## config.mk

```make
export PLATFORM = sky130hd
export DESIGN_NAME = div_result_bcd
export DESIGN_NICKNAME = d
export VERILOG_FILES = /design/src/rtl/div_pkg.sv /design/src/rtl/bcd_dabble_step.sv /design/src/rtl/div_result_bcd.sv
export SDC_FILE = /design/constraint.sdc
export NUM_CORES = 1
export LEC_CHECK = 0
export BUFFER_PORTS_ARGS = -buffer_cell sky130_fd_sc_hd__buf_4
export CAP_MARGIN = 20
export CORE_MARGIN = 5
export CORE_UTILIZATION = 35
export DETAILED_ROUTE_END_ITERATION = 7
export GPL_TIMING_DRIVEN = 0
export SLEW_MARGIN = 5
export SYNTH_ARGS = -nofsm -noshare
export SYNTH_HDL_FRONTEND = slang
export SYNTH_SLANG_ARGS = --single-unit
```

## constraint.sdc

```tcl
create_clock -name clk -period 2.15 [get_ports clk]
set_input_delay 0.3225 -clock clk [delete_from_list [all_inputs] [get_ports clk]]
set_output_delay 0.3225 -clock clk [all_outputs]
set_load 0.1 [all_outputs]
```

## src/rtl/div_pkg.sv

```systemverilog
// div_pkg: definitions shared by the restoring-divider result stage.
//   - Default operand width and BCD digit count, shared with the divider datapath.
//   - State encoding for the BCD result FSM.
//   - BLANK_DIGIT: the nibble the display driver shows as blank.
//   - pow10(): helper for the elaboration-time digit-count check.
`timescale 1ns/1ps
package div_pkg;

  localparam int unsigned DIV_WIDTH  = 4;
  localparam int unsigned DIV_DIGITS = 2;

  localparam logic [3:0] BLANK_DIGIT = 4'hF;

  typedef enum logic [1:0] {
    S_IDLE   = 2'b00,
    S_CONV_Q = 2'b01,
    S_CONV_R = 2'b10,
    S_FINISH = 2'b11
  } state_t;

  function automatic longint unsigned pow10(input int unsigned n);
    longint unsigned p;
    p = 1;
    for (int unsigned i = 0; i < n; i++) begin
      p = p * 10;
    end
    return p;
  endfunction

endpackage

```

## src/rtl/bcd_dabble_step.sv

```systemverilog
// bcd_dabble_step: one combinational shift-and-add-3 (double dabble) step.
// Ports:
//   i_scratch  DIGITS packed BCD digits accumulated so far (digit 0 in [3:0])
//   i_bit      next binary bit, MSB first
//   o_scratch  digits corrected (+3 where >= 5), then shifted left with i_bit in
`timescale 1ns/1ps
module bcd_dabble_step #(
  parameter int unsigned DIGITS = 2
) (
  input  logic [4*DIGITS-1:0] i_scratch,
  input  logic                i_bit,
  output logic [4*DIGITS-1:0] o_scratch
);

  logic [4*DIGITS-1:0] w_adj;

  always_comb begin
    w_adj = i_scratch;
    for (int unsigned d = 0; d < DIGITS; d++) begin
      if (i_scratch[4*d +: 4] >= 4'd5) begin
        w_adj[4*d +: 4] = i_scratch[4*d +: 4] + 4'd3;
      end
    end
    o_scratch = {w_adj[4*DIGITS-2:0], i_bit};
  end

endmodule

```

## src/rtl/div_result_bcd.sv

```systemverilog
// div_result_bcd: result stage behind the restoring divider.
// Captures quotient/remainder/error on the divider's done pulse, converts both
// values to packed BCD one bit per cycle, and holds the result for the
// seven-segment driver.
// Ports:
//   clk       system clock, rising edge
//   rst       synchronous active-high reset
//   done_in   one-cycle completion pulse from divider control
//   error_in  divide-by-zero flag, sampled with done_in
//   quot_in   quotient, sampled with done_in
//   rem_in    remainder, sampled with done_in
//   q_bcd     held packed BCD quotient (digit 0 in [3:0]); all 0xF on error
//   r_bcd     held packed BCD remainder; all 0xF on error
//   err_out   error flag for the held result
//   valid     held result complete and stable
//   busy      conversion in progress
//   overrun   one-cycle pulse: a done_in arrived while busy and was dropped
`timescale 1ns/1ps
module div_result_bcd
  import div_pkg::*;
#(
  parameter int unsigned WIDTH  = DIV_WIDTH,
  parameter int unsigned DIGITS = DIV_DIGITS
) (
  input  logic                clk,
  input  logic                rst,
  input  logic                done_in,
  input  logic                error_in,
  input  logic [WIDTH-1:0]    quot_in,
  input  logic [WIDTH-1:0]    rem_in,
  output logic [4*DIGITS-1:0] q_bcd,
  output logic [4*DIGITS-1:0] r_bcd,
  output logic                err_out,
  output logic                valid,
  output logic                busy,
  output logic                overrun
);

  localparam int unsigned     BW   = 4 * DIGITS;
  localparam int unsigned     CW   = (WIDTH > 1) ? $clog2(WIDTH) : 1;
  localparam longint unsigned MAXV = (64'd1 << WIDTH) - 64'd1;

  if (pow10(DIGITS) <= MAXV) begin : g_digits_check
    $error("div_result_bcd: DIGITS too small to represent a WIDTH-bit value");
  end

  state_t          r_state;
  state_t          w_next;
  logic [CW-1:0]   r_cnt;
  logic            w_cnt_zero;
  logic [WIDTH-1:0] r_shift;
  logic [WIDTH-1:0] r_rem_hold;
  logic            r_err_hold;
  logic [BW-1:0]   r_scratch;
  logic [BW-1:0]   w_step;
  logic [BW-1:0]   r_q_res;
  logic [BW-1:0]   r_r_res;
  logic [BW-1:0]   r_q_bcd;
  logic [BW-1:0]   r_r_bcd;
  logic            r_err_out;
  logic            r_valid;
  logic            r_busy;
  logic            r_overrun;

  assign w_cnt_zero = (r_cnt == '0);

  // One step unit serves both conversions: the shift register is reloaded with
  // the held remainder when the quotient finishes.
  bcd_dabble_step #(
    .DIGITS (DIGITS)
  ) u_step (
    .i_scratch (r_scratch),
    .i_bit     (r_shift[WIDTH-1]),
    .o_scratch (w_step)
  );

  always_comb begin
    w_next = r_state;
    unique case (r_state)
      S_IDLE: begin
        if (done_in) begin
          w_next = error_in ? S_FINISH : S_CONV_Q;
        end
      end
      S_CONV_Q: begin
        if (w_cnt_zero) begin
          w_next = S_CONV_R;
        end
      end
      S_CONV_R: begin
        if (w_cnt_zero) begin
          w_next = S_FINISH;
        end
      end
      S_FINISH: begin
        w_next = S_IDLE;
      end
      default: begin
        w_next = S_IDLE;
      end
    endcase
  end

  always_ff @(posedge clk) begin
    if (rst) begin
      r_state <= S_IDLE;
    end else begin
      r_state <= w_next;
    end
  end

  always_ff @(posedge clk) begin
    if (rst) begin
      r_cnt      <= '0;
      r_shift    <= '0;
      r_rem_hold <= '0;
      r_err_hold <= 1'b0;
      r_scratch  <= '0;
      r_q_res    <= '0;
      r_r_res    <= '0;
      r_q_bcd    <= '0;
      r_r_bcd    <= '0;
      r_err_out  <= 1'b0;
      r_valid    <= 1'b0;
      r_busy     <= 1'b0;
      r_overrun  <= 1'b0;
    end else begin
      // busy is registered from the next state so it tracks the FSM exactly.
      r_busy    <= (w_next != S_IDLE);
      r_overrun <= done_in && (r_state != S_IDLE);

      unique case (r_state)
        S_IDLE: begin
          if (done_in) begin
            r_valid    <= 1'b0;
            r_err_hold <= error_in;
            r_shift    <= quot_in;
            r_rem_hold <= rem_in;
            r_cnt      <= CW'(WIDTH - 1);
            r_scratch  <= '0;
          end
        end
        S_CONV_Q: begin
          if (w_cnt_zero) begin
            r_q_res   <= w_step;
            r_scratch <= '0;
            r_shift   <= r_rem_hold;
            r_cnt     <= CW'(WIDTH - 1);
          end else begin
            r_scratch <= w_step;
            r_shift   <= r_shift << 1;
            r_cnt     <= r_cnt - CW'(1);
          end
        end
        S_CONV_R: begin
          if (w_cnt_zero) begin
            r_r_res   <= w_step;
            r_scratch <= '0;
          end else begin
            r_scratch <= w_step;
            r_shift   <= r_shift << 1;
            r_cnt     <= r_cnt - CW'(1);
          end
        end
        S_FINISH: begin
          if (r_err_hold) begin
            r_q_bcd   <= {DIGITS{BLANK_DIGIT}};
            r_r_bcd   <= {DIGITS{BLANK_DIGIT}};
            r_err_out <= 1'b1;
          end else begin
            r_q_bcd   <= r_q_res;
            r_r_bcd   <= r_r_res;
            r_err_out <= 1'b0;
          end
          r_valid <= 1'b1;
        end
        default: begin
        end
      endcase
    end
  end

  assign q_bcd   = r_q_bcd;
  assign r_bcd   = r_r_bcd;
  assign err_out = r_err_out;
  assign valid   = r_valid;
  assign busy    = r_busy;
  assign overrun = r_overrun;

endmodule

```

==> results of run 1 <==
==> area by class of cell <==
class / instances / area, µm² / area share, %
Timing Repair Buffer: 30 / 225 / 7.40
Buffer: 18 / 83.8 / 2.76
Clock inverter: 5 / 55.1 / 1.81
Multi-Input combinational cell: 199 / 1230 / 40.6
Inverter: 11 / 41.3 / 1.36
Tap cell: 96 / 120 / 3.95
Clock buffer: 11 / 141 / 4.65
Sequential cell: 57 / 1140 / 37.5
==> cell usage in the layout (no fill, tap or decap), types with 4 or more instances in the layout <==
| master | count |
|---|---|
| dfxtp_1 | 57 |
| nor2_1 | 48 |
| buf_4 | 30 |
| a211oi_1 | 20 |
| a21oi_1 | 20 |
| nand2_1 | 17 |
| clkbuf_1 | 15 |
| o21ai_0 | 13 |
| nand3b_1 | 13 |
| inv_1 | 11 |
| ha_1 | 11 |
| nand2b_1 | 10 |
| clkbuf_8 | 10 |
| nand3_1 | 6 |
| nor3b_1 | 4 |
==> how the worst min path moves through the flow <==
stage	from	endpoint	slack (ns)	cells after the start
floorplan	r_rem_hold[1]$_SDFFE_PP0P_	r_rem_hold[1]$_SDFFE_PP0P_	0.44	2
global placement	r_r_res[0]$_SDFFE_PP0P_	r_r_res[0]$_SDFFE_PP0P_	0.45	2
detailed placement	r_r_res[0]$_SDFFE_PP0P_	r_r_res[0]$_SDFFE_PP0P_	0.45	2
CTS	rem_in[2]	r_rem_hold[2]$_SDFFE_PP0P_	0.24	3
global route	rem_in[1]	r_rem_hold[1]$_SDFFE_PP0P_	0.23	3
finish	rem_in[0]	r_rem_hold[0]$_SDFFE_PP0P_	0.24	3
==> where the power goes <==
part | leakage, nW | switching [mW] | internal [mW]
Sequential | 0.464 | 0.112 | 1.24
Combinational | 0.582 | 1.11 | 0.481
Clock | 0.0953 | 0.433 | 0.562
Total | 1.14 | 1.66 | 2.29
==> metrics by stage <==
step,std cells,power [mW],hold slack (ns)
floorplan,286,2.62,0.436
global placement,412,2.96,0.446
detailed placement,412,2.97,0.452
CTS,428,3.97,0.235
global route,427,4.19,0.229
finish,427,3.94,0.242
==> critical path, delay by kind of cell, from the launching register on <==
| kind | cells | cell delay, ns |
|---|---|---|
| flip-flops | 1 | 0.41 |
| adder cells (fa/ha/maj) | 1 | 0.26 |
| buffers and inverters | 3 | 0.40 |
| AND/OR/NAND/NOR | 2 | 0.53 |
| AO/OA/AOI/OAI | 1 | 0.29 |
==> per-layer routing <==
metal	track usage, %	up-vias
li1	-	1083
met1	18.1	969
met2	21.7	45
met3	4.54	7
met4	5.05	0
met5	0	-
==> flip-flops by register name, indices dropped and copies added, names as in the netlist, 2 cells and up <==
| register | count |
|---|---|
| r_scratch | 8 |
| r_r_res | 8 |
| r_q_res | 8 |
| q_bcd | 8 |
| r_shift | 4 |
| r_rem_hold | 4 |
| r_state | 2 |
| r_cnt | 2 |
| r_bcd | 8 |
==> cells by family (layout without fill, tap and decap cells) <==
| family | after synthesis | count (layout) |
|---|---|---|
| AO/OA/AOI/OAI | 72 | 72 |
| XOR/XNOR | 2 | 2 |
| adder cells (fa/ha/maj) | 12 | 12 |
| buffers and inverters | 30 | 75 |
| flip-flops | 57 | 57 |
| multiplexers | 4 | 4 |
| AND/OR/NAND/NOR | 109 | 109 |
==> repair_timing <==
action,in CTS,in global routing
hold endpoints to repair,0,0
gates resized for setup,0,1
setup endpoints to repair,0,10
==> metrics.cfg, run 1 <==
[status]
status=completed

[setup_path]
cp_max_fo=10
worst_ep_required_time_ns=2.40
rr_worst_depth=7
r2r_end=r_shift[1]$_SDFFE_PP0P_
cp_common_cell=buf_6
worstSetupStartpointType=flip-flop
critical_path.startpoint=r_state[0]$_SDFF_PP0_
crit_path_end=r_shift[1]$_SDFFE_PP0P_
slowest_delay_ns=0.41
reg2reg_slack_ns=0.16
worstPathCellList=inv_1 > ha_2 > and2_1 > buf_6 > or3_1 > buf_6 > o41ai_2
path_class=flip-flop to flip-flop
r2r_start=r_state[0]$_SDFF_PP0_
critPathArrivalTime_ns=2.23
crit_path_end_kind=flip-flop
critPathSlowestCell=dfxtp_1

[drt]
dr_wl_met3_um=286
drt-initial-drc-count=87
drtAntennaViolNets=0
drt-wirelength-per-cell_um=13.6
drc_errors=0
top_layer=met4
wl_met1_um=2850
via_count=2104
wl_met2_um=2580
vias_per_cell=4.93
dr.pass1.iters=4
routed_wl_um=5810

[synthesis]
synth-edff-count=0
synthSimpleGateAreaFrac_pct=21.2
netlist.area_leader.share_pct=45.6
avgSynthCellArea_um2=8.75
syn_inst=286
synth_flop_cell=dfxtp_1
ys_async_sr_fraction_pct=0
synth_mux_area_share_pct=1.70
yosysWarnings=0
synth_cell_types=34
yosysSeqAreaShare_pct=45.6
yosys-top-cells-area=dfxtp_1 (46%), nor2_1 (7.2%), a211oi_1 (6.0%), ha_1 (6.0%), a21oi_1 (4.0%)
syn_area_um2=2500
synth_nets=310
synth_compound_area_share_pct=19.7
synth_largest_area_cell=dfxtp_1
synth_adder_area_share_pct=6.00
synth_xor_area_share_pct=0.700
ys_ff_latch=57
yosysMostFrequentCell=dfxtp_1
synth_top_family_by_area=simple AND/OR/NAND/NOR gates
synth_commonest_cells=dfxtp_1 (57), nor2_1 (48), a211oi_1 (20), a21oi_1 (20), nand2_1 (17)

[timing]
hold_viol_final=0
clock.fmax_mhz=503
slew_headroom_pct=61.1
finalCriticalPeriod_ns=1.99
worst_slack_ns=0.161
clock_skew_ns=0.00426
setup_violations=0
timing.final.crit_share_pct=92.5
rsz0062_at_grt=no
timing.final.max_slew_violations=0
setup_tns_ns=0
worst_pin_slew_ns=0.584

[cts]
clock_sinks=57
insertion_delay_ns=0.34
cts_tree=yes
postCtsSetupRepairBufs=0
cts_buffer_depth=2
clkSlewWorstSetupHoldPaths_ns=0.06
cts-buffers-inserted=9
cts_max_level=3
clockRootBuffer=clkbuf_8
hold_buffers=0

[grt]
grt_pass1_wl_um=9540
grt_use_total_pct=14.0
first_global_vias=1941
grt_antenna_before_repair=0
grt_overflow_total=0
grt_max_degree=11

[layout]
utilization_pct=44.3
design_area_um2=3040
fillers=724
n_antenna_cell=0
drive_gt1_share_pct=16.3
syn_to_final_growth_pct=21.6
nets=350

[floorplanning]
initial_core_util_pct=36.4
dieWidth_um=94.5
die_y_um=94.5
die_area_um2=8940
core_area_um2=6870
pin_count=32
rows=30

[place]
dp_worst_setup_slack_ns=0.0952
io_buffers=30
gp_congestion=0.784
postPlaceCellArea_um2=2850
hpwl_um=4280

[pwr]
powerDensity_nw_per_um2=1300
leakage_nw=1.14
ir_drop_mv=0.502

[hold_path]
hp-class=input pin to flip-flop

[run]
cap_violations=0

Power figures use the tool's default switching activity.
==> run 2, diff against run 1 <==
--- a/config.mk
+++ b/config.mk
@@ -8,7 +8,7 @@
 export BUFFER_PORTS_ARGS = -buffer_cell sky130_fd_sc_hd__buf_4
 export CAP_MARGIN = 20
 export CORE_MARGIN = 5
-export CORE_UTILIZATION = 35
+export CORE_UTILIZATION = 30
 export DETAILED_ROUTE_END_ITERATION = 7
 export GPL_TIMING_DRIVEN = 0
 export SLEW_MARGIN = 5
==> metrics.cfg, run 2 (synthesized netlist as in run 1, its figures left out) <==
[grt]
grt_pass1_wl_um=9890  ; was 9540 µm
grt_antenna_before_repair=0  ; unchanged
first_global_vias=2029  ; was 1941
grt_max_degree=11  ; unchanged
grt_use_total_pct=12.2  ; was 14.0%
grt_overflow_total=0  ; unchanged

[layout]
final_cells=435  ; was 427
syn_to_final_growth_pct=23.9  ; was 21.6%
final_common_cell=dfxtp_1  ; unchanged
nets=351  ; was 350
n_antenna_cell=0  ; unchanged
most-common-layout-cells=dfxtp_1 (55), nor2_1 (48), buf_4 (30), a211oi_1 (20), a21oi_1 (20)  ; was dfxtp_1 (57), nor2_1 (48), buf_4 (30), a211oi_1 (20), a21oi_1 (20)
drive_gt1_share_pct=16.7  ; was 16.3%
fillers=878  ; was 724

[setup_path]
cp_max_fo=9  ; was 10
reg2reg_slack_ns=0.16  ; about the same
r2r_end=r_shift[2]$_SDFFE_PP0P_  ; was r_shift[1]$_SDFFE_PP0P_
slowest_delay_ns=0.37  ; was 0.41 ns
worstPathCellList=inv_1 > ha_1 > clkbuf_1 > nor2b_1 > or3_1 > buf_6 > o41ai_2  ; was inv_1 > ha_2 > and2_1 > buf_6 > or3_1 > buf_6 > o41ai_2
rr_worst_depth=7  ; unchanged
critPathSlowestCell=dfxtp_2  ; was dfxtp_1
crit_family=simple AND/OR/NAND/NOR gates  ; unchanged
critPathArrivalTime_ns=2.23  ; about the same
worstSetupStartpointType=flip-flop  ; unchanged
r2r_start=r_state[0]$_SDFF_PP0_  ; unchanged
critPathBufInv=3  ; unchanged
crit_path_end_kind=flip-flop  ; unchanged
worst_ep_required_time_ns=2.39  ; was 2.40 ns
path_class=flip-flop to flip-flop  ; unchanged

[timing]
setup_violations=0  ; unchanged
worst_slack_ns=0.157  ; was 0.161 ns
setup_tns_ns=0  ; unchanged
timing.final.max_slew_violations=0  ; unchanged
hold_ws_ns=0.252  ; was 0.242 ns
worst_pin_slew_ns=0.578  ; was 0.584 ns
timing.final.crit_share_pct=92.7  ; was 92.5%
slew_headroom_pct=61.5  ; was 61.1%
rsz0062_at_grt=no  ; unchanged
finalCriticalPeriod_ns=1.99  ; about the same
hold_viol_final=0  ; unchanged
clock.fmax_mhz=502  ; was 503 MHz
clock_skew_ns=0.00660  ; was 0.00426 ns

[floorplanning]
initial_core_util_pct=30.6  ; was 36.4%
core_area_um2=8180  ; was 6870 µm²
pin_count=32  ; unchanged
rows=33  ; was 30
die_area_um2=10300  ; was 8940 µm²
dieWidth_um=101  ; was 94.5 µm
die_y_um=101  ; was 94.5 µm

[cts]
cts_tree=yes  ; unchanged
cts_max_level=3  ; unchanged
insertion_delay_ns=0.33  ; was 0.34 ns
hold_buffers=0  ; unchanged
clkSlewWorstSetupHoldPaths_ns=0.06  ; about the same
clockRootBuffer=clkbuf_8  ; unchanged
clock_sinks=57  ; unchanged
cts-buffers-inserted=9  ; unchanged
cts_buffer_depth=2  ; unchanged

[drt]
drtAntennaViolNets=0  ; unchanged
routed_wl_um=5940  ; was 5810 µm
via_count=2070  ; was 2104
dr.pass1.iters=4  ; unchanged
drt-initial-drc-count=99  ; was 87
drc_errors=0  ; unchanged
vias_per_cell=4.76  ; was 4.93
drt-wirelength-per-cell_um=13.7  ; was 13.6 µm

[place]
io_buffers=30  ; unchanged
hpwl_um=4410  ; was 4280 µm
gp_congestion=0.783  ; was 0.784
placedCellCount=421  ; was 412
dp_worst_setup_slack_ns=0.0822  ; was 0.0952 ns

[run]
cap_violations=0  ; unchanged

[hold_path]
whs_path_depth=3  ; unchanged
hold_start=rem_in[0]  ; unchanged
holdPathEnd=r_rem_hold[0]$_SDFFE_PP0P_  ; unchanged
hp-class=input pin to flip-flop  ; unchanged

[pwr]
powerDensity_nw_per_um2=1340  ; was 1300 nW/µm²
leakage_nw=1.17  ; was 1.14 nW
p_total_mw=4.17  ; was 3.94 mW
ir_drop_mv=0.420  ; was 0.502 mV

[status]
status=completed  ; unchanged

[run 2: worst max-delay path by stage]
| stage | from | to | slack, ns | cells past startpoint |
|---|---|---|---|---|
| floorplan | r_state[0]$_SDFF_PP0_ | r_shift[1]$_SDFFE_PP0P_ | 0.28 | 7 |
| global placement | r_state[0]$_SDFF_PP0_ | r_shift[1]$_SDFFE_PP0P_ | 0.12 | 7 |
| detailed placement | r_state[0]$_SDFF_PP0_ | r_shift[0]$_SDFFE_PP0P_ | 0.08 | 7 |
| CTS | r_state[0]$_SDFF_PP0_ | r_shift[0]$_SDFFE_PP0P_ | 0.06 | 7 |
| global route | r_state[0]$_SDFF_PP0_ | r_cnt[0]$_SDFFE_PP0P_ | 0.02 | 8 |
| finish | r_state[0]$_SDFF_PP0_ | r_shift[2]$_SDFFE_PP0P_ | 0.16 | 7 |
[run 2: repair_timing]
item	in CTS	in global routing
buffers inserted	0	0
setup endpoints to repair	0	8
resized for setup	0	4
[run 2: metal layers]
layer  vias to the layer above  GRT usage (%)  part of all wire, %
met1                       955           15.7                   49
met5                         -              0                    0
met4                         0           2.45                 0.89
met2                        34           19.5                   46
li1                       1076              -                    -
met3                         5           4.89                  4.7
[run 2: worst register-to-register path: stages (launching register included)]
cell	delay (ns)
dfxtp_2	0.37
inv_1	0.10
ha_1	0.20
clkbuf_1	0.20
nor2b_1	0.24
or3_1	0.35
buf_6	0.15
o41ai_2	0.29
[run 2: cell type report]
cell class,count,area (µm²),area share [%]
clock buffers,11,141,4.56
repair buffers,30,225,7.27
clock inverters,3,90.1,2.91
inverters,11,41.3,1.33
well taps,105,131,4.24
plain buffers,19,87.6,2.83
multi-input cells,199,1240,40.0
flip-flops and latches,57,1140,36.9
[run 2: where the power goes]
part | internal (mW) | switching, mW | leakage (nW)
clock network | 0.789 | 0.409 | 0.115
registers | 1.25 | 0.114 | 0.464
logic | 0.483 | 1.13 | 0.585
total | 2.52 | 1.65 | 1.17
[run 2: stage by stage]
step | instance area, µm² | util, %
3_3_place_gp | 2860 | 35.0
5_1_grt | 3100 | 37.9
2_1_floorplan | 2500 | -
3_5_place_dp | 2860 | 35.0
6_report | 3100 | 37.9
4_1_cts | 3090 | 37.8
==> run 3, diff against run 2 <==
--- a/config.mk
+++ b/config.mk
@@ -8,9 +8,10 @@
 export BUFFER_PORTS_ARGS = -buffer_cell sky130_fd_sc_hd__buf_4
 export CAP_MARGIN = 20
 export CORE_MARGIN = 5
-export CORE_UTILIZATION = 30
+export CORE_UTILIZATION = 40
 export DETAILED_ROUTE_END_ITERATION = 7
 export GPL_TIMING_DRIVEN = 0
+export RECOVER_POWER = 50
 export SLEW_MARGIN = 5
 export SYNTH_ARGS = -nofsm -noshare
 export SYNTH_HDL_FRONTEND = slang
==> metrics.cfg, run 3 (synthesized netlist as in run 1, its figures left out) <==
[timing]
clock_skew_ns=0.00757  ; was 0.00660 ns
slew_headroom_pct=63.7  ; was 61.5%
timing.final.max_slew_violations=0  ; unchanged
setup_violations=0  ; unchanged
rsz0062_at_grt=no  ; unchanged
timing.final.crit_share_pct=93.3  ; was 92.7%
worst_pin_slew_ns=0.547  ; was 0.578 ns
finalCriticalPeriod_ns=2.01  ; was 1.99 ns
setup_tns_ns=0  ; unchanged
hold_viol_final=0  ; unchanged
clock.fmax_mhz=499  ; was 502 MHz

[cts]
clkSlewWorstSetupHoldPaths_ns=0.06  ; about the same
clockRootBuffer=clkbuf_8  ; unchanged
cts_tree=yes  ; unchanged
clock_sinks=57  ; unchanged
cts-buffers-inserted=9  ; unchanged
cts_buffer_depth=2  ; unchanged
hold_buffers=0  ; unchanged
cts_max_level=3  ; unchanged
insertion_delay_ns=0.34  ; was 0.33 ns

[drt]
drc_errors=0  ; unchanged
drt-wirelength-per-cell_um=14.7  ; was 13.7 µm
drtAntennaViolNets=0  ; unchanged
routed_wl_um=5940  ; about the same
drt-initial-drc-count=60  ; was 99
via_count=2107  ; was 2070
dr.pass1.iters=4  ; unchanged
vias_per_cell=5.20  ; was 4.76

[setup_path]
crit_path_end_kind=flip-flop  ; unchanged
rr_worst_depth=6  ; was 7
worstSetupStartpointType=flip-flop  ; unchanged
r2r_start=r_state[0]$_SDFF_PP0_  ; unchanged
cp_max_fo=9  ; unchanged
critPathArrivalTime_ns=2.25  ; was 2.23 ns
path_class=flip-flop to flip-flop  ; unchanged
worst_ep_required_time_ns=2.39  ; about the same
critical_path.startpoint=r_state[0]$_SDFF_PP0_  ; unchanged

[layout]
drive_gt1_share_pct=16.7  ; unchanged
nets=350  ; was 351
n_antenna_cell=0  ; unchanged
syn_to_final_growth_pct=19.5  ; was 23.9%
most-common-layout-cells=dfxtp_1 (56), nor2_1 (48), a211oi_1 (20), a21oi_1 (20), clkbuf_2 (20)  ; was dfxtp_1 (55), nor2_1 (48), buf_4 (30), a211oi_1 (20), a21oi_1 (20)
utilization_pct=49.9  ; was 37.9%
final_common_cell=dfxtp_1  ; unchanged

[floorplanning]
dieWidth_um=89.1  ; was 101 µm
pin_count=32  ; unchanged
initial_core_util_pct=41.8  ; was 30.6%
core_area_um2=5990  ; was 8180 µm²
rows=28  ; was 33
die_y_um=89.1  ; was 101 µm
die_area_um2=7930  ; was 10300 µm²

[pwr]
powerDensity_nw_per_um2=1340  ; about the same
leakage_nw=1.14  ; was 1.17 nW
ir_drop_mv=0.567  ; was 0.420 mV

[place]
io_buffers=30  ; unchanged
hpwl_um=4250  ; was 4410 µm
gp_congestion=0.746  ; was 0.783

[grt]
grt_antenna_before_repair=0  ; unchanged
grt_pass1_wl_um=9960  ; was 9890 µm
first_global_vias=2055  ; was 2029
grt_use_total_pct=16.6  ; was 12.2%
grt_overflow_total=0  ; unchanged
grt_max_degree=11  ; unchanged

[hold_path]
hp-class=input pin to flip-flop  ; unchanged
whs_path_depth=3  ; unchanged
hold_start=rem_in[2]  ; was rem_in[0]

[run]
cap_violations=0  ; unchanged

[status]
status=completed  ; unchanged

==> run 3: cell count changes in the layout (fill, tap and decap cells not counted), moves of 2 or more <==
cell,delta
clkbuf_2,+20
buf_4,-20
clkbuf_8,+3
bufinv_16,-2
==> run 3: repair_timing <==
item                                    in CTS  in global routing
endpoints found under the setup margin       0                 10
endpoints found under the hold margin        0                  0
resized for setup                            0                  3
setup buffers                                0                  0
==> run 3: final cells by class <==
class	instances	area [µm²]
Timing Repair Buffer	30	175
Sequential cell	57	1140
Inverter	11	41.3
Fill cell	617	3000
Buffer	18	83.8
Tap cell	75	93.8
Clock inverter	2	35.0
Clock buffer	13	179
Multi-Input combinational cell	199	1240
==> run 3: per-layer routing <==
layer,wire length (µm),global-route usage (%),vias to the layer above
met5,0,0,-
met2,2650,25.2,44
met3,303,4.79,11
met1,2870,21.6,972
li1,-,-,1080
met4,117,7.71,0
==> run 3: metrics by stage <==
stage / std cells / cell area (µm²) / hold WS, ns / setup slack [ns] / power, mW
after floorplan: 286 / 2500 / 0.436 / 0.285 / 2.62
after global placement: 391 / 2820 / 0.447 / 0.112 / 2.96
after detailed placement: 391 / 2820 / 0.453 / 0.0755 / 2.98
after CTS: 406 / 3030 / 0.232 / 0.0523 / 4.06
after global routing: 405 / 2990 / 0.232 / 0.0303 / 4.27
final: 405 / 2990 / 0.238 / 0.145 / 4.00
==> run 3: where the power goes <==
group	total [mW]	internal, mW	switching [mW]
combinational	1.57	0.448	1.12
clock	1.08	0.653	0.426
sequential	1.35	1.24	0.111
total	4.00	2.34	1.66
==> run 3: worst max-delay path, cell delays in order (launching register included) <==
cell and delay [ns]:
dfxtp_1 0.41, inv_1 0.13, ha_1 0.35, nor2b_1 0.24, or3_1 0.34, buf_6 0.15
o41ai_2 0.29
==> run 3: final timing paths <==
check	endpoint	slack, ns
worst max-delay path	r_shift[1]$_SDFFE_PP0P_	0.14
worst min-delay path	r_rem_hold[2]$_SDFFE_PP0P_	0.24
worst min register to register	r_rem_hold[1]$_SDFFE_PP0P_	0.46
worst max register to register	r_shift[1]$_SDFFE_PP0P_	0.14
